$ cat src/rtl/seven_seg_capture.sv
// seven_seg_capture: recovers BCD frames from a scanned 7-segment display bus.
// Optional decimal-point capture (seg_dp/dp_mask) when SEVEN_SEG_CAPTURE_DP_EN is defined.
module seven_seg_capture #(
    parameter int DIGITS        = 4,
    parameter int STABLE_CYCLES = 4
) (
    input  logic                  clk,
    input  logic                  rst_n,
    input  logic [6:0]            seg_in,
    input  logic [DIGITS-1:0]     dig_sel,
`ifdef SEVEN_SEG_CAPTURE_DP_EN
    input  logic                  seg_dp,
    output logic [DIGITS-1:0]     dp_mask,
`endif
    output logic [4*DIGITS-1:0]   frame_bcd,
    output logic [DIGITS-1:0]     blank_mask,
    output logic [DIGITS-1:0]     err_mask,
    output logic                  out_valid,
    input  logic                  out_ready,
    output logic                  overflow
);
    typedef enum logic {EMPTY, FULL} state_t;

    localparam logic [7:0] CAP = 8'(STABLE_CYCLES - 2);
    localparam logic [7:0] SAT = 8'(STABLE_CYCLES - 1);

`ifdef SEVEN_SEG_CAPTURE_DP_EN
    localparam int SW = 8 + DIGITS;
    logic [SW-1:0] smp_in;
    assign smp_in = {seg_dp, seg_in, dig_sel};
`else
    localparam int SW = 7 + DIGITS;
    logic [SW-1:0] smp_in;
    assign smp_in = {seg_in, dig_sel};
`endif

    logic [SW-1:0]        smp_q, prev_q;
    logic [7:0]           cnt_q, cnt_d;
    logic [4*DIGITS-1:0]  slot_q, slot_d, frame_q, frame_d;
    logic [DIGITS-1:0]    bslot_q, bslot_d, eslot_q, eslot_d, seen_q, seen_d;
    logic [DIGITS-1:0]    blank_q, blank_d, err_q, err_d;
    logic                 ovf_q, ovf_d;
    state_t               state_q, state_d;
    logic [DIGITS-1:0]    sel;
    logic [6:0]           seg;
    logic [3:0]           dec_bcd;
    logic                 dec_blank, dec_err, stable, capture, complete, load;

    assign sel = smp_q[DIGITS-1:0];
    assign seg = smp_q[DIGITS+6:DIGITS];

    always_comb begin
        dec_bcd   = 4'hF;
        dec_blank = 1'b0;
        dec_err   = 1'b0;
        case (seg)
            7'b1111110: dec_bcd = 4'd0;
            7'b0110000: dec_bcd = 4'd1;
            7'b1101101: dec_bcd = 4'd2;
            7'b1111001: dec_bcd = 4'd3;
            7'b0110011: dec_bcd = 4'd4;
            7'b1011011: dec_bcd = 4'd5;
            7'b1011111: dec_bcd = 4'd6;
            7'b1110000: dec_bcd = 4'd7;
            7'b1111111: dec_bcd = 4'd8;
            7'b1110011: dec_bcd = 4'd9;
            7'b0000000: begin dec_bcd = 4'd0; dec_blank = 1'b1; end
            default:    dec_err = 1'b1;
        endcase
    end

    // Counter saturates at SAT so a visit captures exactly once, on the CAP->SAT step.
    always_comb begin
        stable   = (smp_q == prev_q) && (sel != '0) && ((sel & (sel - DIGITS'(1))) == '0);
        capture  = stable && (cnt_q == CAP);
        cnt_d    = !stable ? 8'd0 : (cnt_q == SAT ? cnt_q : cnt_q + 8'd1);
        complete = &seen_q;
        load     = complete && (state_q == EMPTY || out_ready);
        slot_d   = slot_q;
        bslot_d  = bslot_q;
        eslot_d  = eslot_q;
        seen_d   = complete ? '0 : seen_q;
        for (int i = 0; i < DIGITS; i++) begin
            if (capture && sel[i]) begin
                slot_d[4*i +: 4] = dec_bcd;
                bslot_d[i]       = dec_blank;
                eslot_d[i]       = dec_err;
                seen_d[i]        = 1'b1;
            end
        end
        state_d = state_q;
        frame_d = frame_q;
        blank_d = blank_q;
        err_d   = err_q;
        ovf_d   = 1'b0;
        if (load) begin
            state_d = FULL;
            frame_d = slot_q;
            blank_d = bslot_q;
            err_d   = eslot_q;
        end else if (complete) begin
            ovf_d = 1'b1;
        end else if (state_q == FULL && out_ready) begin
            state_d = EMPTY;
        end
    end

    always_ff @(posedge clk or negedge rst_n) begin
        if (!rst_n) begin
            smp_q   <= '0;
            prev_q  <= '0;
            cnt_q   <= '0;
            slot_q  <= '0;
            bslot_q <= '0;
            eslot_q <= '0;
            seen_q  <= '0;
            frame_q <= '0;
            blank_q <= '0;
            err_q   <= '0;
            ovf_q   <= 1'b0;
            state_q <= EMPTY;
        end else begin
            smp_q   <= smp_in;
            prev_q  <= smp_q;
            cnt_q   <= cnt_d;
            slot_q  <= slot_d;
            bslot_q <= bslot_d;
            eslot_q <= eslot_d;
            seen_q  <= seen_d;
            frame_q <= frame_d;
            blank_q <= blank_d;
            err_q   <= err_d;
            ovf_q   <= ovf_d;
            state_q <= state_d;
        end
    end

`ifdef SEVEN_SEG_CAPTURE_DP_EN
    logic [DIGITS-1:0] dp_slot_q, dp_mask_q;
    always_ff @(posedge clk or negedge rst_n) begin
        if (!rst_n) begin
            dp_slot_q <= '0;
            dp_mask_q <= '0;
        end else begin
            for (int i = 0; i < DIGITS; i++)
                if (capture && sel[i]) dp_slot_q[i] <= smp_q[SW-1];
            if (load) dp_mask_q <= dp_slot_q;
        end
    end
    assign dp_mask = dp_mask_q;
`endif

    assign frame_bcd  = frame_q;
    assign blank_mask = blank_q;
    assign err_mask   = err_q;
    assign out_valid  = (state_q == FULL);
    assign overflow   = ovf_q;
endmodule

$ cat config.mk
export PLATFORM = sky130hd
export DESIGN_NAME = seven_seg_capture
export DESIGN_NICKNAME = d
export VERILOG_FILES = /design/src/rtl/seven_seg_capture.sv
export SDC_FILE = /design/constraint.sdc
export NUM_CORES = 1
export LEC_CHECK = 0
export BUFFER_PORTS_ARGS = -buffer_cell sky130_fd_sc_hd__buf_2
export CELL_PAD_IN_SITES_DETAIL_PLACEMENT = 0
export CELL_PAD_IN_SITES_GLOBAL_PLACEMENT = 1
export CORE_MARGIN = 5
export CORE_UTILIZATION = 51
export DETAILED_ROUTE_END_ITERATION = 12
export PLACE_DENSITY = 0.83
export RECOVER_POWER = 100
export SLEW_MARGIN = 10
export SYNTH_ARGS = -nofsm -noshare
export SYNTH_HDL_FRONTEND = slang
export SYNTH_SLANG_ARGS = --single-unit
$ cat constraint.sdc
create_clock -name clk -period 3.4 [get_ports clk]
set_input_delay 0.51 -clock clk [delete_from_list [all_inputs] [get_ports clk]]
set_output_delay 0.51 -clock clk [all_outputs]
set_load 0.02 [all_outputs]
==> impl_summary.log <==
[metrics] worst reg-to-reg setup slack: 1.10 ns
[metrics] Async S/R FF share, synth: 100.0%
[metrics] DIE AREA: 0.008603 sq mm
[metrics] worst vdd rail ir drop: 0.0002782 V
[metrics] required time at the endpoint of the critical path: 3.64 ns
[metrics] Iter 0 DRT Violations: 70
[metrics] r2r endpoint: slot_q[11]
[metrics] sequential cell area fraction in the yosys report: 60.19%
[metrics] final count of hold timing violations: 0
[metrics] clk buf depth: 2
[metrics] number of CTS-inserted buffers: 9
[metrics] final instance area: 0.003834 sq mm
[metrics] CP max FO: 7
[metrics] H-tree levels: 3
[metrics] width of the die: 92.75 um
[metrics] Cell Area, Placed: 0.003731 sq mm
[metrics] Setup crit end kind: flop
[metrics] share of the clock period used by the worst path after layout: 67.52%
[metrics] reg-to-reg startpoint: cnt_q[5]
[metrics] register bit count reported by yosys: 84
[metrics] floorplan row count: 30
[metrics] HPWL reported at the end of detailed placement: 4064 um
[metrics] Finish-stage setup viols: 0
[metrics] Port Buf Inserts: 39
[metrics] outcome: finished with violations
[metrics] Max Fclk: 435.6 MHz
[metrics] mean post-synth cell area: 13.48 sq um
[metrics] logic gate share of total power: 3.4%
[metrics] GR Overflow Total: 0
[metrics] clock latency on the worst-skew pair: 0.35 ns
[metrics] arrival time at the worst endpoint: 2.53 ns
[metrics] Yosys warning count: 0
[metrics] antenna violations before repair: 0
[metrics] remaining number of nets flagged by the antenna check after routing: 0
[metrics] CORE AREA: 0.006719 sq mm
[metrics] via count of the routed design: 2,034
[metrics] vias per inst: 5.325
[metrics] total length of routed wires: 5941 um
[metrics] floorplan die height: 92.75 um
[metrics] Multi-input gate area: 0.001237 sq mm
[metrics] TritonCTS clock tree: done
[metrics] Setup TNS Final: 0 ns
[metrics] total inserted antenna cells: 0
[metrics] initial core utilization: 51.97%
[metrics] endpoint of the most critical setup path: slot_q[11]
[metrics] drt drc: 0
[metrics] Gate Count Post-Synth: 259
[metrics] wire length of the first global-routing pass: 10,140 um
[metrics] Hold-fix buffers, CTS: 0
[metrics] final hold slack: 0.2629 ns
[metrics] pin count of the biggest net entering global routing: 85
[metrics] Wirelength per Cell: 15.55 um
[metrics] failing checks: capacitance limit, slew limit
[metrics] PostCTS Resize Cnt: 0
[metrics] pwr/cell area: 472.2 mW/mm^2
[metrics] placer's final routability congestion estimate: 0.7533
[metrics] end-of-flow core utilization: 57.06%
[metrics] clock skew: 0.01472 ns
[metrics] pre-CTS setup slack: 1.158 ns
[metrics] proportion of power drawn by the clock network: 39.4%
[metrics] reported leakage power: 1.830 nW
[metrics] slew at the pin closest to its max-slew limit: 1.998 ns
[metrics] Synthesized Nets: 275
[metrics] number of nets in the finished design: 313
[metrics] flip-flop and latch area: 0.002102 sq mm
[metrics] reported max-cap violation count: 1
[metrics] number of clock sinks: 84
[metrics] number of global-route vias before repair: 2,011
[metrics] final worst path period need: 2.296 ns
[metrics] leading cell type in the layout, fill and taps excluded: dfrtp_1
[metrics] CP Launch Point: cnt_q[5]
[metrics] Worst setup SP type: flop
[metrics] most frequent cells in the layout: dfrtp_1, mux2_2, clkbuf_1
[metrics] part of the power in registers: 57.2%
[metrics] post-route setup slack: 1.104 ns
[metrics] I/O pin count: 40
[metrics] top flip-flop cell by instance count after synthesis: dfrtp_1
[metrics] growth of design area from synthesis to finish: 9.782%
[metrics] worst slew slack as a fraction of its limit: -33.17%
[metrics] EDFF count, synth: 0
[metrics] clk root buf: clkbuf_8
[metrics] Clk pin slew, worst setup/hold paths: 0.08 ns
[metrics] Yosys cell types: 44
[metrics] critical path type: reg2reg
[metrics] gr usage total: 15.15%
[metrics] iteration count of the initial detailed-routing pass: 3
[metrics] Fillers: 571
[metrics] R2R depth: 5
[metrics] Final Slew Violations: 85
[metrics] area of the mapped netlist: 0.003492 sq mm
[metrics] unrepaired setup endpoints after global routing: no
[metrics] fraction of layout cells with a size suffix above 1: 25.17%
[metrics] Post-CTS Setup Inserts: 0
[metrics] Hold WC Path Type: in2reg
[metrics] switching power summed over all nets: 0.4112 mW
[metrics] fraction of power spent switching nets: 22.71%
[metrics] internal portion of total power: 1.399 mW
==> power by group through the flow <==
stage	logic, mW	clock network (mW)	registers (mW)
CTS	0.0679	0.730	1.04
global route	0.0727	0.777	1.04
floorplan	0.0513	0	1.04
global placement	0.0662	0	1.06
finish	0.0624	0.713	1.03
detailed placement	0.0679	0	1.06
==> worst min-delay path by stage <==
stage                     cells past startpoint            end  startpoint  slack [ns]
after global routing                          1       smp_q[1]  dig_sel[1]        0.25
after detailed placement                      2      seen_q[2]   seen_q[2]        0.47
after global placement                        2      seen_q[3]   seen_q[3]        0.46
after floorplan                               0  blank_mask[0]       rst_n        0.21
final                                         1       smp_q[1]  dig_sel[1]        0.26
after CTS                                     1       smp_q[1]  dig_sel[1]        0.25
==> final cells by class <==
class	count	share of cell area, %
Inverter	7	0.6854
Tap cell	80	2.611
Clock buffer	11	3.688
Timing Repair Buffer	40	4.341
Sequential cell	84	54.83
Clock inverter	5	1.567
Multi-Input combinational cell	155	32.28
==> Yosys cell counts (all sizes together) (2+ instances only) <==
cell | instances | area, sq um
or4 | 2 | 15.01
ha | 2 | 25.02
inv | 7 | 26.28
nand2 | 14 | 52.55
buf | 6 | 42.54
and3 | 2 | 12.51
mux2 | 44 | 495.5
a21oi | 6 | 30.03
clkbuf | 7 | 26.28
nand3 | 8 | 40.04
nor3 | 5 | 41.29
nand4 | 8 | 110.1
dfrtp | 84 | 2102
nand3b | 2 | 15.01
nand2b | 2 | 12.51
nor2b | 2 | 12.51
xor2 | 6 | 52.55
nor2 | 15 | 56.30
xnor2 | 13 | 113.9
o21ai | 2 | 10.01
a22oi | 4 | 30.03
==> metrics by stage <==
stage	instances	power [mW]
6_report	382	1.810
3_5_place_dp	366	1.124
3_3_place_gp	366	1.122
2_1_floorplan	259	1.091
4_1_cts	382	1.834
5_1_grt	382	1.888
==> logic make-up after synthesis <==
family / after synthesis / share of synthesized area [%]
buffers and inverters: 20 / 2.723
AOI/OAI and AO/OA: 23 / 5.303
adders and majority gates: 2 / 0.7165
DFF: 84 / 60.19
muxes: 44 / 14.19
xor gates and xnor gates: 19 / 4.765
and+or+nand+nor: 67 / 12.11
==> sequential cells by signal, indices dropped and copies added (netlist names) <==
signal / count
prev_q: 11
frame_bcd: 16
blank_mask: 4
bslot_q: 4
seen_q: 4
slot_q: 16
overflow: 1
out_valid: 1
eslot_q: 4
cnt_q: 8
err_mask: 4
smp_q: 11
==> worst max-delay path, cell delays in order, from the launching register on <==
cell and delay, ns:
dfrtp_1 0.40, or4_1 0.54, nor3_2 0.21, and2_1 0.24, nand4_1 0.39, mux2_2 0.41
==> routing by layer <==
metal | routed length, um | share of wire, % | GRT usage, %
met1 | 2815 | 47 | 20.92
met2 | 2791 | 47 | 23.08
met3 | 206 | 3.5 | 2.843
met4 | 127 | 2.1 | 7.326
met5 | 0 | 0 | 0
Note: power is estimated with default switching activity, not from simulation.
